**src/rtl/lift_pkg.sv**
```systemverilog
`default_nettype none
// ============================================================================
// Module  : lift_pkg
// Brief   : Shared state encoding and pending-request search helpers for the
//           single-car lift controller.
// Rev     : 1.0  initial release
// ============================================================================
package lift_pkg;

  // Widest car the helpers support; callers zero-extend their pending mask.
  localparam int LIFT_MAX_FLOORS = 64;

  typedef enum logic [1:0] {
    IDLE      = 2'd0,
    MOVE_UP   = 2'd1,
    MOVE_DOWN = 2'd2,
    DOOR      = 2'd3
  } lift_state_e;

  function automatic logic any_above(input logic [LIFT_MAX_FLOORS-1:0] mask,
                                     input int unsigned floor);
    logic found;
    found = 1'b0;
    for (int unsigned i = 0; i < LIFT_MAX_FLOORS; i++) begin
      if ((i > floor) && mask[i]) found = 1'b1;
    end
    return found;
  endfunction

  function automatic logic any_below(input logic [LIFT_MAX_FLOORS-1:0] mask,
                                     input int unsigned floor);
    logic found;
    found = 1'b0;
    for (int unsigned i = 0; i < LIFT_MAX_FLOORS; i++) begin
      if ((i < floor) && mask[i]) found = 1'b1;
    end
    return found;
  endfunction

endpackage
`default_nettype wire

```
**src/rtl/lift_ctrl_if.sv**
```systemverilog
`default_nettype none
// ============================================================================
// Module  : lift_ctrl_if
// Brief   : Button inputs and car status outputs of one lift car.
// Rev     : 1.0  initial release
// ============================================================================
interface lift_ctrl_if #(
  parameter int FLOORS = 8
);
  localparam int FLOOR_W = $clog2(FLOORS);

  logic [FLOORS-1:0]  car_btn;
  logic [FLOORS-1:0]  hall_up;
  logic [FLOORS-1:0]  hall_dn;
  logic [FLOOR_W-1:0] current_floor;
  logic               moving_up;
  logic               moving_down;
  logic               door_open;
  logic               dir_up;
  logic [FLOORS-1:0]  pend_car;
  logic [FLOORS-1:0]  pend_up;
  logic [FLOORS-1:0]  pend_dn;

  modport master (
    output car_btn, hall_up, hall_dn,
    input  current_floor, moving_up, moving_down, door_open, dir_up,
    input  pend_car, pend_up, pend_dn
  );

  modport slave (
    input  car_btn, hall_up, hall_dn,
    output current_floor, moving_up, moving_down, door_open, dir_up,
    output pend_car, pend_up, pend_dn
  );
endinterface
`default_nettype wire

```
**src/rtl/lift_req_reg.sv**
```systemverilog
`default_nettype none
// ============================================================================
// Module  : lift_req_reg
// Brief   : One latched pending-request vector (set by button, cleared by
//           service mask; clear wins over a same-edge set).
// Rev     : 1.0  initial release
// ============================================================================
module lift_req_reg #(
  parameter int FLOORS = 8
) (
  input  logic              clk,
  input  logic              rst_n,
  input  logic [FLOORS-1:0] i_set,
  input  logic [FLOORS-1:0] i_clr,
  input  logic [FLOORS-1:0] i_sup,
  output logic [FLOORS-1:0] o_pend
);
  logic [FLOORS-1:0] r_pend;

  always_ff @(posedge clk or negedge rst_n) begin
    if (!rst_n) r_pend <= '0;
    else        r_pend <= (r_pend | (i_set & ~i_sup)) & ~i_clr;
  end

  assign o_pend = r_pend;
endmodule
`default_nettype wire

```
**src/rtl/lift_ctrl.sv**
```systemverilog
`default_nettype none
// ============================================================================
// Module  : lift_ctrl
// Brief   : Single-car collective (SCAN) lift controller with timed travel
//           and door dwell.
// Rev     : 1.0  initial release
// ============================================================================
module lift_ctrl
  import lift_pkg::*;
#(
  parameter int FLOORS        = 8,
  parameter int TRAVEL_CYCLES = 16,
  parameter int DOOR_CYCLES   = 32
) (
  input  logic        clk,
  input  logic        rst_n,
  lift_ctrl_if.slave  bus
);
  localparam int FLOOR_W  = $clog2(FLOORS);
  localparam int TRAVEL_W = $clog2(TRAVEL_CYCLES + 1);
  localparam int DOOR_W   = $clog2(DOOR_CYCLES + 1);
  localparam logic [TRAVEL_W-1:0] TRAVEL_LAST = TRAVEL_W'(TRAVEL_CYCLES - 1);
  localparam logic [DOOR_W-1:0]   DOOR_LAST   = DOOR_W'(DOOR_CYCLES - 1);

  lift_state_e         r_state, w_state_nxt;
  logic [FLOOR_W-1:0]  r_floor, w_floor_nxt, w_nf;
  logic                r_dir_up, w_dir_nxt;
  logic [TRAVEL_W-1:0] r_tcnt, w_tcnt_nxt;
  logic [DOOR_W-1:0]   r_dcnt, w_dcnt_nxt;

  logic [FLOORS-1:0] w_up_btn, w_dn_btn, w_sup, w_floor_oh, w_nf_oh;
  logic [FLOORS-1:0] w_pend_car, w_pend_up, w_pend_dn, w_pend_all;
  logic [FLOORS-1:0] w_clr_car, w_clr_up, w_clr_dn;
  logic              w_here_press, w_above, w_below, w_going_up, w_ahead_nf, w_stop_nf;

  // Top floor has no up-call and ground floor has no down-call.
  assign w_up_btn = {1'b0, bus.hall_up[FLOORS-2:0]};
  assign w_dn_btn = {bus.hall_dn[FLOORS-1:1], 1'b0};

  assign w_floor_oh   = FLOORS'(1) << r_floor;
  assign w_nf_oh      = FLOORS'(1) << w_nf;
  assign w_sup        = ((r_state == IDLE) || (r_state == DOOR)) ? w_floor_oh : '0;
  assign w_here_press = |((bus.car_btn | w_up_btn | w_dn_btn) & w_floor_oh);

  lift_req_reg #(.FLOORS(FLOORS)) u_req_car (
    .clk(clk), .rst_n(rst_n), .i_set(bus.car_btn), .i_clr(w_clr_car), .i_sup(w_sup), .o_pend(w_pend_car)
  );
  lift_req_reg #(.FLOORS(FLOORS)) u_req_up (
    .clk(clk), .rst_n(rst_n), .i_set(w_up_btn), .i_clr(w_clr_up), .i_sup(w_sup), .o_pend(w_pend_up)
  );
  lift_req_reg #(.FLOORS(FLOORS)) u_req_dn (
    .clk(clk), .rst_n(rst_n), .i_set(w_dn_btn), .i_clr(w_clr_dn), .i_sup(w_sup), .o_pend(w_pend_dn)
  );

  assign w_pend_all = w_pend_car | w_pend_up | w_pend_dn;
  assign w_above    = any_above(LIFT_MAX_FLOORS'(w_pend_all), 32'(r_floor));
  assign w_below    = any_below(LIFT_MAX_FLOORS'(w_pend_all), 32'(r_floor));

  // Stop decision is taken against the floor being arrived at.
  assign w_going_up = (r_state == MOVE_UP);
  assign w_nf       = w_going_up ? r_floor + 1'b1 : r_floor - 1'b1;
  assign w_ahead_nf = w_going_up ? any_above(LIFT_MAX_FLOORS'(w_pend_all), 32'(w_nf))
                                 : any_below(LIFT_MAX_FLOORS'(w_pend_all), 32'(w_nf));
  assign w_stop_nf  = w_pend_car[w_nf] | (w_going_up ? w_pend_up[w_nf] : w_pend_dn[w_nf])
                    | !w_ahead_nf;

  always_ff @(posedge clk or negedge rst_n) begin
    if (!rst_n) begin
      r_state  <= IDLE;
      r_floor  <= '0;
      r_dir_up <= 1'b1;
      r_tcnt   <= '0;
      r_dcnt   <= '0;
    end else begin
      r_state  <= w_state_nxt;
      r_floor  <= w_floor_nxt;
      r_dir_up <= w_dir_nxt;
      r_tcnt   <= w_tcnt_nxt;
      r_dcnt   <= w_dcnt_nxt;
    end
  end

  always_comb begin
    w_state_nxt = r_state;
    w_floor_nxt = r_floor;
    w_dir_nxt   = r_dir_up;
    w_tcnt_nxt  = '0;
    w_dcnt_nxt  = '0;
    w_clr_car   = '0;
    w_clr_up    = '0;
    w_clr_dn    = '0;
    case (r_state)
      IDLE, DOOR: begin
        if (w_here_press) begin
          w_state_nxt = DOOR;
        end else if (r_state == DOOR && r_dcnt != DOOR_LAST) begin
          w_dcnt_nxt = r_dcnt + 1'b1;
        end else if (w_above && (r_dir_up || !w_below)) begin
          w_state_nxt = MOVE_UP;
          w_dir_nxt   = 1'b1;
        end else if (w_below) begin
          w_state_nxt = MOVE_DOWN;
          w_dir_nxt   = 1'b0;
        end else begin
          w_state_nxt = IDLE;
        end
      end
      MOVE_UP, MOVE_DOWN: begin
        if (r_tcnt == TRAVEL_LAST) begin
          w_floor_nxt = w_nf;
          if (w_stop_nf) begin
            w_state_nxt = DOOR;
            w_clr_car   = w_nf_oh;
            if (w_going_up) w_clr_up = w_nf_oh;
            else            w_clr_dn = w_nf_oh;
            if (!w_ahead_nf) begin
              if (w_going_up) w_clr_dn = w_nf_oh;
              else            w_clr_up = w_nf_oh;
              w_dir_nxt = !w_going_up;
            end
          end
        end else begin
          w_tcnt_nxt = r_tcnt + 1'b1;
        end
      end
      default: w_state_nxt = IDLE;
    endcase
  end

  assign bus.current_floor = r_floor;
  assign bus.moving_up     = (r_state == MOVE_UP);
  assign bus.moving_down   = (r_state == MOVE_DOWN);
  assign bus.door_open     = (r_state == DOOR);
  assign bus.dir_up        = r_dir_up;
  assign bus.pend_car      = w_pend_car;
  assign bus.pend_up       = w_pend_up;
  assign bus.pend_dn       = w_pend_dn;
endmodule
`default_nettype wire

```
**src/flat_wrapper.sv**
```systemverilog
// flat-port wrapper written by rule: the top's interface ports become plain ports
module lift_ctrl_flat import lift_pkg::*;
#(
  parameter int FLOORS        = 8,
  parameter int TRAVEL_CYCLES = 16,
  parameter int DOOR_CYCLES   = 32
)
  (clk, rst_n, bus_car_btn, bus_hall_up, bus_hall_dn, bus_current_floor, bus_moving_up, bus_moving_down, bus_door_open, bus_dir_up, bus_pend_car, bus_pend_up, bus_pend_dn);
  lift_ctrl_if #(.FLOORS(FLOORS)) bus_i ();
  input  logic clk;
  input  logic rst_n;
  input wire logic [$bits(bus_i.car_btn)-1:0] bus_car_btn;
  input wire logic [$bits(bus_i.hall_up)-1:0] bus_hall_up;
  input wire logic [$bits(bus_i.hall_dn)-1:0] bus_hall_dn;
  output wire logic [$bits(bus_i.current_floor)-1:0] bus_current_floor;
  output wire logic [$bits(bus_i.moving_up)-1:0] bus_moving_up;
  output wire logic [$bits(bus_i.moving_down)-1:0] bus_moving_down;
  output wire logic [$bits(bus_i.door_open)-1:0] bus_door_open;
  output wire logic [$bits(bus_i.dir_up)-1:0] bus_dir_up;
  output wire logic [$bits(bus_i.pend_car)-1:0] bus_pend_car;
  output wire logic [$bits(bus_i.pend_up)-1:0] bus_pend_up;
  output wire logic [$bits(bus_i.pend_dn)-1:0] bus_pend_dn;
  assign bus_i.car_btn = bus_car_btn;
  assign bus_i.hall_up = bus_hall_up;
  assign bus_i.hall_dn = bus_hall_dn;
  assign bus_current_floor = bus_i.current_floor;
  assign bus_moving_up = bus_i.moving_up;
  assign bus_moving_down = bus_i.moving_down;
  assign bus_door_open = bus_i.door_open;
  assign bus_dir_up = bus_i.dir_up;
  assign bus_pend_car = bus_i.pend_car;
  assign bus_pend_up = bus_i.pend_up;
  assign bus_pend_dn = bus_i.pend_dn;
  lift_ctrl #(.FLOORS(FLOORS), .TRAVEL_CYCLES(TRAVEL_CYCLES), .DOOR_CYCLES(DOOR_CYCLES)) u_core (.clk(clk), .rst_n(rst_n), .bus(bus_i));
endmodule
```
**config.mk**
```make
export PLATFORM = sky130hd
export DESIGN_NAME = lift_ctrl_flat
export DESIGN_NICKNAME = d
export VERILOG_FILES = /design/src/rtl/lift_pkg.sv /design/src/rtl/lift_ctrl_if.sv /design/src/rtl/lift_req_reg.sv /design/src/rtl/lift_ctrl.sv /design/src/flat_wrapper.sv
export SDC_FILE = /design/constraint.sdc
export NUM_CORES = 1
export LEC_CHECK = 0
export ABC_AREA = 1
export CORE_UTILIZATION = 48
export DETAILED_ROUTE_END_ITERATION = 12
export PLACE_DENSITY = 0.76
export SETUP_SLACK_MARGIN = 0.02
export SYNTH_ARGS = -nofsm -noshare
export SYNTH_HDL_FRONTEND = slang
export SYNTH_HIERARCHICAL = 1
export SYNTH_SLANG_ARGS = --single-unit
```
**constraint.sdc**
```tcl
create_clock -name clk -period 2.2 [get_ports clk]
set_input_delay 0.22 -clock clk [delete_from_list [all_inputs] [get_ports clk]]
set_output_delay 0.22 -clock clk [all_outputs]
set_load 0.05 [all_outputs]
```
# ---- Yosys cells after proc, flatten, opt, wreduce, memory -nomap -nowiden
# Index checks and enable logic that the tools add are counted.
# Widths: inputs -> output; s select.
dict set report totals {
  latch_bits 0
  elab_cells 190
  mem_bits_rw 0
  regBits 41
  output_inout_bits 31
  mem_bits_ro 0
  in_bits 26
  mem_count 0
}
dict set report classes {
  add_sub_neg 4
  n_bitwise 20
  reduce_logical 42
  multipliers 0
  div 0
  n_shift 2
  n_eq_ne 12
  magnitude_cmp 29
  n_mux 73
}
# cell n
set ops {}
lappend ops {{$mux 8} 16}
lappend ops {{$and 8x8->8} 6}
lappend ops {{$or 8x8->8} 6}
lappend ops {{$mux 1} 40}
lappend ops {{$not 8->8} 4}
lappend ops {{$logic_and 1x1->1} 30}
lappend ops {{$gt 3x3->1 const A} 8}
lappend ops {{$lt 3x3->1 const A} 6}
lappend ops {{$mux 6} 3}
lappend ops {{$shl 1x3->8 const A} 2}
lappend ops {{$gt 2x3->1 const A} 4}
lappend ops {{$lt 1x3->1 const A} 4}
lappend ops {{$lt 2x3->1 const A} 4}
lappend ops {{$mux 2} 6}
lappend ops {{$mux 5} 2}
lappend ops {{$bmux 1 s3} 3}
lappend ops {{$and 7x8->8} 1}
lappend ops {{$or 8x7->8} 1}
lappend ops {{$reduce_or 8->1} 1}
lappend ops {{$add 6x1->6 const B} 1}
lappend ops {{$gt 1x3->1 const A} 2}
lappend ops {{$ne 2x2->1 const B} 3}
lappend ops {{$ne 6x5->1 const B} 1}
lappend ops {{$reduce_and 6->1} 1}
lappend ops {{20 further kinds} 27}

# ---- Logic depth before layout (Yosys ltp)
dict set report logic_depth {
  word_depth 19
  ltp_mapped 21
  ltp_nobuf 20
}

# ---- Hierarchy
# Netlist, hierarchy kept.
# module seq_area_each_um2 instances area_each_um2 cells_per_inst
set by_module_without_submodules {}
lappend by_module_without_submodules {lift_ctrl 426.7 1 1996.9 347}
lappend by_module_without_submodules {lift_req_reg 200.2 3 360.3 40}

# ---- Worst setup path before layout
# Ideal clock, no wire load.
dict set report synth_timing {
  kind {reg-to-reg}
  from {register u_core.r_floor[0] (netlist: u_core/bus.current_floor[0])}
  to {register u_core.u_req_dn.r_pend[3] (netlist: u_core/u_req_dn/o_pend[3])}
  t_required_ns 2.080
  path_slack_ns -0.543
  path_buffers 1
  period_less_slack_ns 2.743
  stages_incl_launch_ff 20
  setup_time_ns 0.120
  arrival_time_ns 2.624
  cell_sequence {dfrtp_1 -> inv_1 -> buf_2 -> ha_1 -> inv_1 -> nand2_1 -> nand2_2 -> nand2_1 -> o21bai_1 -> nand2_1 -> nor2_1 -> nand2_1 -> nand2_2 -> nand2_2 -> nand2_4 -> nand2_4 -> inv_2 -> nand3_2 -> nor2_1 -> a21oi_2}
}
dict set report synth_between {
  elab_chain_cells 19
  word_cells_on_any_way 70
  classes_between {add/sub (2); order compare (14); shift (2); mux (30); bitwise (7); reduce/logical (15)}
}
# element line_no
set synth_lines {}
lappend synth_lines {{from (decl)} lift_ctrl.sv:26} ;# logic [FLOOR_W-1:0] r_floor, w_floor_nxt, w_nf;
lappend synth_lines {{from (signal assigned)} lift_ctrl.sv:76} ;# r_floor <= w_floor_nxt;
lappend synth_lines {{$sub 3x1->3 / $add 3x1->3 (equally long branches)} lift_ctrl.sv:61} ;# assign w_nf = w_going_up ? r_floor + 1'b1 : r_floor - 1'b1;
lappend synth_lines {{$mux 3 *} lift_ctrl.sv:61}
lappend synth_lines {{$lt 1x3->1 / $gt 1x3->1 (equally long branches)} {lift_pkg.sv:35, lift_pkg.sv:25}}
lappend synth_lines {{$logic_and 1x1->1, on equally long branches} {lift_pkg.sv:35, lift_pkg.sv:25}}
lappend synth_lines {{$mux 1, on equally long branches (7 in series)} {lift_pkg.sv:35, lift_pkg.sv:25}}
lappend synth_lines {{$mux 1} lift_ctrl.sv:62} ;# assign w_ahead_nf = w_going_up ? any_above(LIFT_MAX_FLOORS'(w_pend_all), 32'(w_nf))
lappend synth_lines {{$logic_not 1->1} lift_ctrl.sv:65} ;# | !w_ahead_nf;
lappend synth_lines {{$or 1x1->1} lift_ctrl.sv:65}
lappend synth_lines {{$mux 8 *} lift_ctrl.sv:111} ;# if (w_stop_nf) begin
lappend synth_lines {{$mux 8 *} lift_ctrl.sv:109} ;# if (r_tcnt == TRAVEL_LAST) begin
lappend synth_lines {{$mux 8 *} lift_ctrl.sv:92} ;# case (r_state)
lappend synth_lines {{named net u_core.w_clr_dn[3]} lift_ctrl.sv:33} ;# logic [FLOORS-1:0] w_clr_car, w_clr_up, w_clr_dn;
lappend synth_lines {{$not 8->8 *} lift_req_reg.sv:22} ;# else r_pend <= (r_pend | (i_set & ~i_sup)) & ~i_clr;
lappend synth_lines {{$and 8x8->8 *} lift_req_reg.sv:22}
lappend synth_lines {{to (signal assigned)} lift_req_reg.sv:22}
lappend synth_lines {{to (decl)} lift_req_reg.sv:18} ;# logic [FLOORS-1:0] r_pend;
# The timed path passes the listed nets; every way through them passes the cells marked *. The select of a mux whose other input is x is not followed.
# A chain may end at the register's enable or synchronous reset.

# ---- Worst setup path after layout
dict set report layout_timing {
  from {register u_core.r_floor[0] (netlist: u_core/bus.current_floor[0])}
  to {register u_core.u_req_dn.r_pend[6] (netlist: u_core/u_req_dn/o_pend[6])}
}
# The elaborated chain is that of the path after synthesis.

==> results.ini <==
[finish]
final_nets = 606
final_util = 0.717
syn2layout_area_growth_pct = 41.3
drive_above_1_share = 0.238
diodes = 0

[sta]
whs_ps = 466
worstMarginPinSlew_ps = 650
min_period_over_period = 1.09
maxSlewHeadroom = 0.567
final-max-slew-violation-count = 0
setup_viol = 27
final_hold_viol_count = 0
max_freq_ghz = 0.416
fin_skew_ps = 7.75
setup_tns_ps = -3060
finalWorstPathRequiredPeriod_ps = 2400
grt_setup_unrepaired = yes
fin_ws_ps = -202

[routing]
vias_per_cell = 5.06
drtIter0Drc = 265
dr.pass1.iters = 5
antenna_left = 0
drc_errors = 0
vias = 3253
avgRoutedWirePerCell_um = 14.3
routed_wl_mm = 9.17

[clocking]
root_buffer = clkbuf_8
cts_htree_levels = 2
cts_tree = built
clk_latency_ps = 300
clkSinkCount = 41
cts_buffers = 5
cts_buffer_depth = 2
clk_pin_slew_ps = 80

[die]
num_io_pins = 57
coreArea_mm2 = 0.00606
die_y_um = 82.1
initial_core_util = 0.508
num_rows = 28
dieArea_mm2 = 0.00674
die_w_um = 82.1

[setup_path]
slowest_delay_ps = 460
worstSetupStartpointType = flop
crit_path_end_kind = flop
slowest_stage = dfrtp_2
crit_required_ps = 2390
arrival_ps = 2600
crit_chain = ha_4 -> ha_4 -> or2_4 -> nand2_8 -> inv_2 -> nand2_1 -> nand2_1 -> nor2_1 -> nand2_1 -> nand2_2 -> nand2_2 -> nand2_4 -> nand4_1 -> nor2_1 -> a21oi_2
crit_top_cell = nand2_1
cp_max_fo = 8
path_class = reg2reg

[grt]
grt_pass1_wl_mm = 14.4
grt_use_total = 0.288
grt_max_degree = 29
antenna_found_initial = 0
grt_pass1_vias = 3018
grt-ovfl-total = 0

[outcome]
outcome = finished with violations
violations = negative setup slack

[logic_synthesis]
avgSynthCellArea_um2 = 6.59
ys.flop_type = dfrtp_1
synth_edf_count = 0
synth_common_cells = nand2_1 (139), inv_1 (96), nor2_1 (57)
synth_seq_cells = 41
ys_top_cells_by_area = dfrtp_1 (33%), nand2_1 (17%), inv_1 (12%)
netlist_area_mm2 = 0.00308
ys_warn_count = 6
ys_seq_area_frac = 0.334
synth-async-reset-ratio = 1.00
synth.top_cell.area_share = 0.325
syn_inst = 467
synth.most_common_cell = nand2_1
synth.distinct_cells = 32
synth_top_area_cell = dfrtp_1

[power_and_ir_drop]
p_per_area_mw_per_mm2 = 798
p_leak_nw = 2.32
ir_worst_vdd_mv = 1.14

[placement]
gp_congestion = 1.00
portBuffers = 54
dpl.hpwl_mm = 7.09

[job]
maxCapViolCount = 0

[min_path]
hold_path.class = in2async

[registers in the layout, indices dropped and copies added (netlist names)]
register,flops
u_core/bus.current_floor,3
u_core/bus.dir_up,1
u_core/r_dcnt,6
u_core/r_state,2
u_core/r_tcnt,5
u_core/u_req_car/o_pend,8
u_core/u_req_dn/o_pend,8
u_core/u_req_up/o_pend,8
[cell families (layout without fill, tap and decap cells)]
logic type	count (synthesis)	in the layout	share of synthesized area
fa+ha+maj	13	13	0.0528
flops	41	41	0.334
simple gates	244	245	0.335
xor+xnor	3	3	0.00854
compound gates	58	58	0.130
other cells	1	2	0.00122
buf+inv	107	206	0.138
[repair_timing]
| item | in CTS | in global routing |
|---|---|---|
| setup endpoints to repair | 27 | 33 |
| gates cloned | 1 | 0 |
| resized for setup | 22 | 21 |
| hold buffers | 1 | 0 |
| pin swaps | 13 | 8 |
| setup buffers | 2 | 5 |
| hold endpoints to repair | 27 | 0 |
[area by class of cell]
type,count,area (um^2)
clock inverters,1,30.0
inverters,100,385
flip-flops and latches,41,1030
fillers,528,1710
well taps,75,93.8
clock buffers,7,86.3
multi-input cells,321,1850
repair buffers,98,872
[layout by cell type, fill, tap and decap left out, drive strengths merged, types with 4 or more instances in the layout]
| cell type | Yosys | routed |
|---|---|---|
| inv | 100 | 100 |
| nand4 | 4 | 4 |
| buf | 4 | 44 |
| nor3 | 15 | 15 |
| nand3 | 17 | 17 |
| clkdlybuf4s50 | 0 | 53 |
| a21oi | 33 | 33 |
| clkbuf | 3 | 7 |
| nand2 | 147 | 148 |
| ha | 13 | 13 |
| dfrtp | 40 | 40 |
| nor2 | 57 | 57 |
| o21ai | 16 | 16 |
[per-stage QoR]
stage | total power, mW | worst slack [ps] | area, um^2 | cells
finish | 3.47 | -202 | 4350 | 643
global route | 3.68 | -332 | 4350 | 643
CTS | 3.34 | -144 | 4230 | 638
detailed placement | 2.58 | -201 | 3990 | 626
global placement | 2.56 | -120 | 3990 | 626
floorplan | 1.94 | -175 | 3150 | 468
[metal layers]
metal  vias up  GRT usage  wire length [um]
met2       121      0.495              4460
li1       1616          -                 -
met1      1500      0.366              4070
met4         0     0.0912               136
met5         -          0                 0
met3        16     0.0456               504
[worst max-delay path: cells and delay by family, from the launching register on]
kind / cells / cell delay, ps
and+or+nand+nor: 11 / 1350
DFF: 1 / 460
adders and majority gates: 2 / 390
buffers and inverters: 1 / 70
AOI/OAI and AO/OA: 1 / 40
[worst paths after layout]
kind	from	endpoint	slack (ps)	cells after the start
max	u_core/bus.current_floor[0]	u_core/u_req_dn/o_pend[6]	-200	15
min	rst_n	u_core/u_req_up/o_pend[6]	470	2
max reg2reg	u_core/bus.current_floor[0]	u_core/u_req_dn/o_pend[6]	-200	15
min reg2reg	u_core/r_tcnt[0]	u_core/r_tcnt[0]	470	1
max in group asynchronous	rst_n	u_core/bus.dir_up	1000	3
min in group clk	u_core/r_tcnt[0]	u_core/r_tcnt[0]	470	1
[power breakdown]
part | leakage [nW] | switching (mW) | internal, mW
sequential | 0.430 | 0.0375 | 0.815
combinational | 1.83 | 1.25 | 0.729
clock | 0.0585 | 0.269 | 0.370
(Power assumes the default switching activity.)
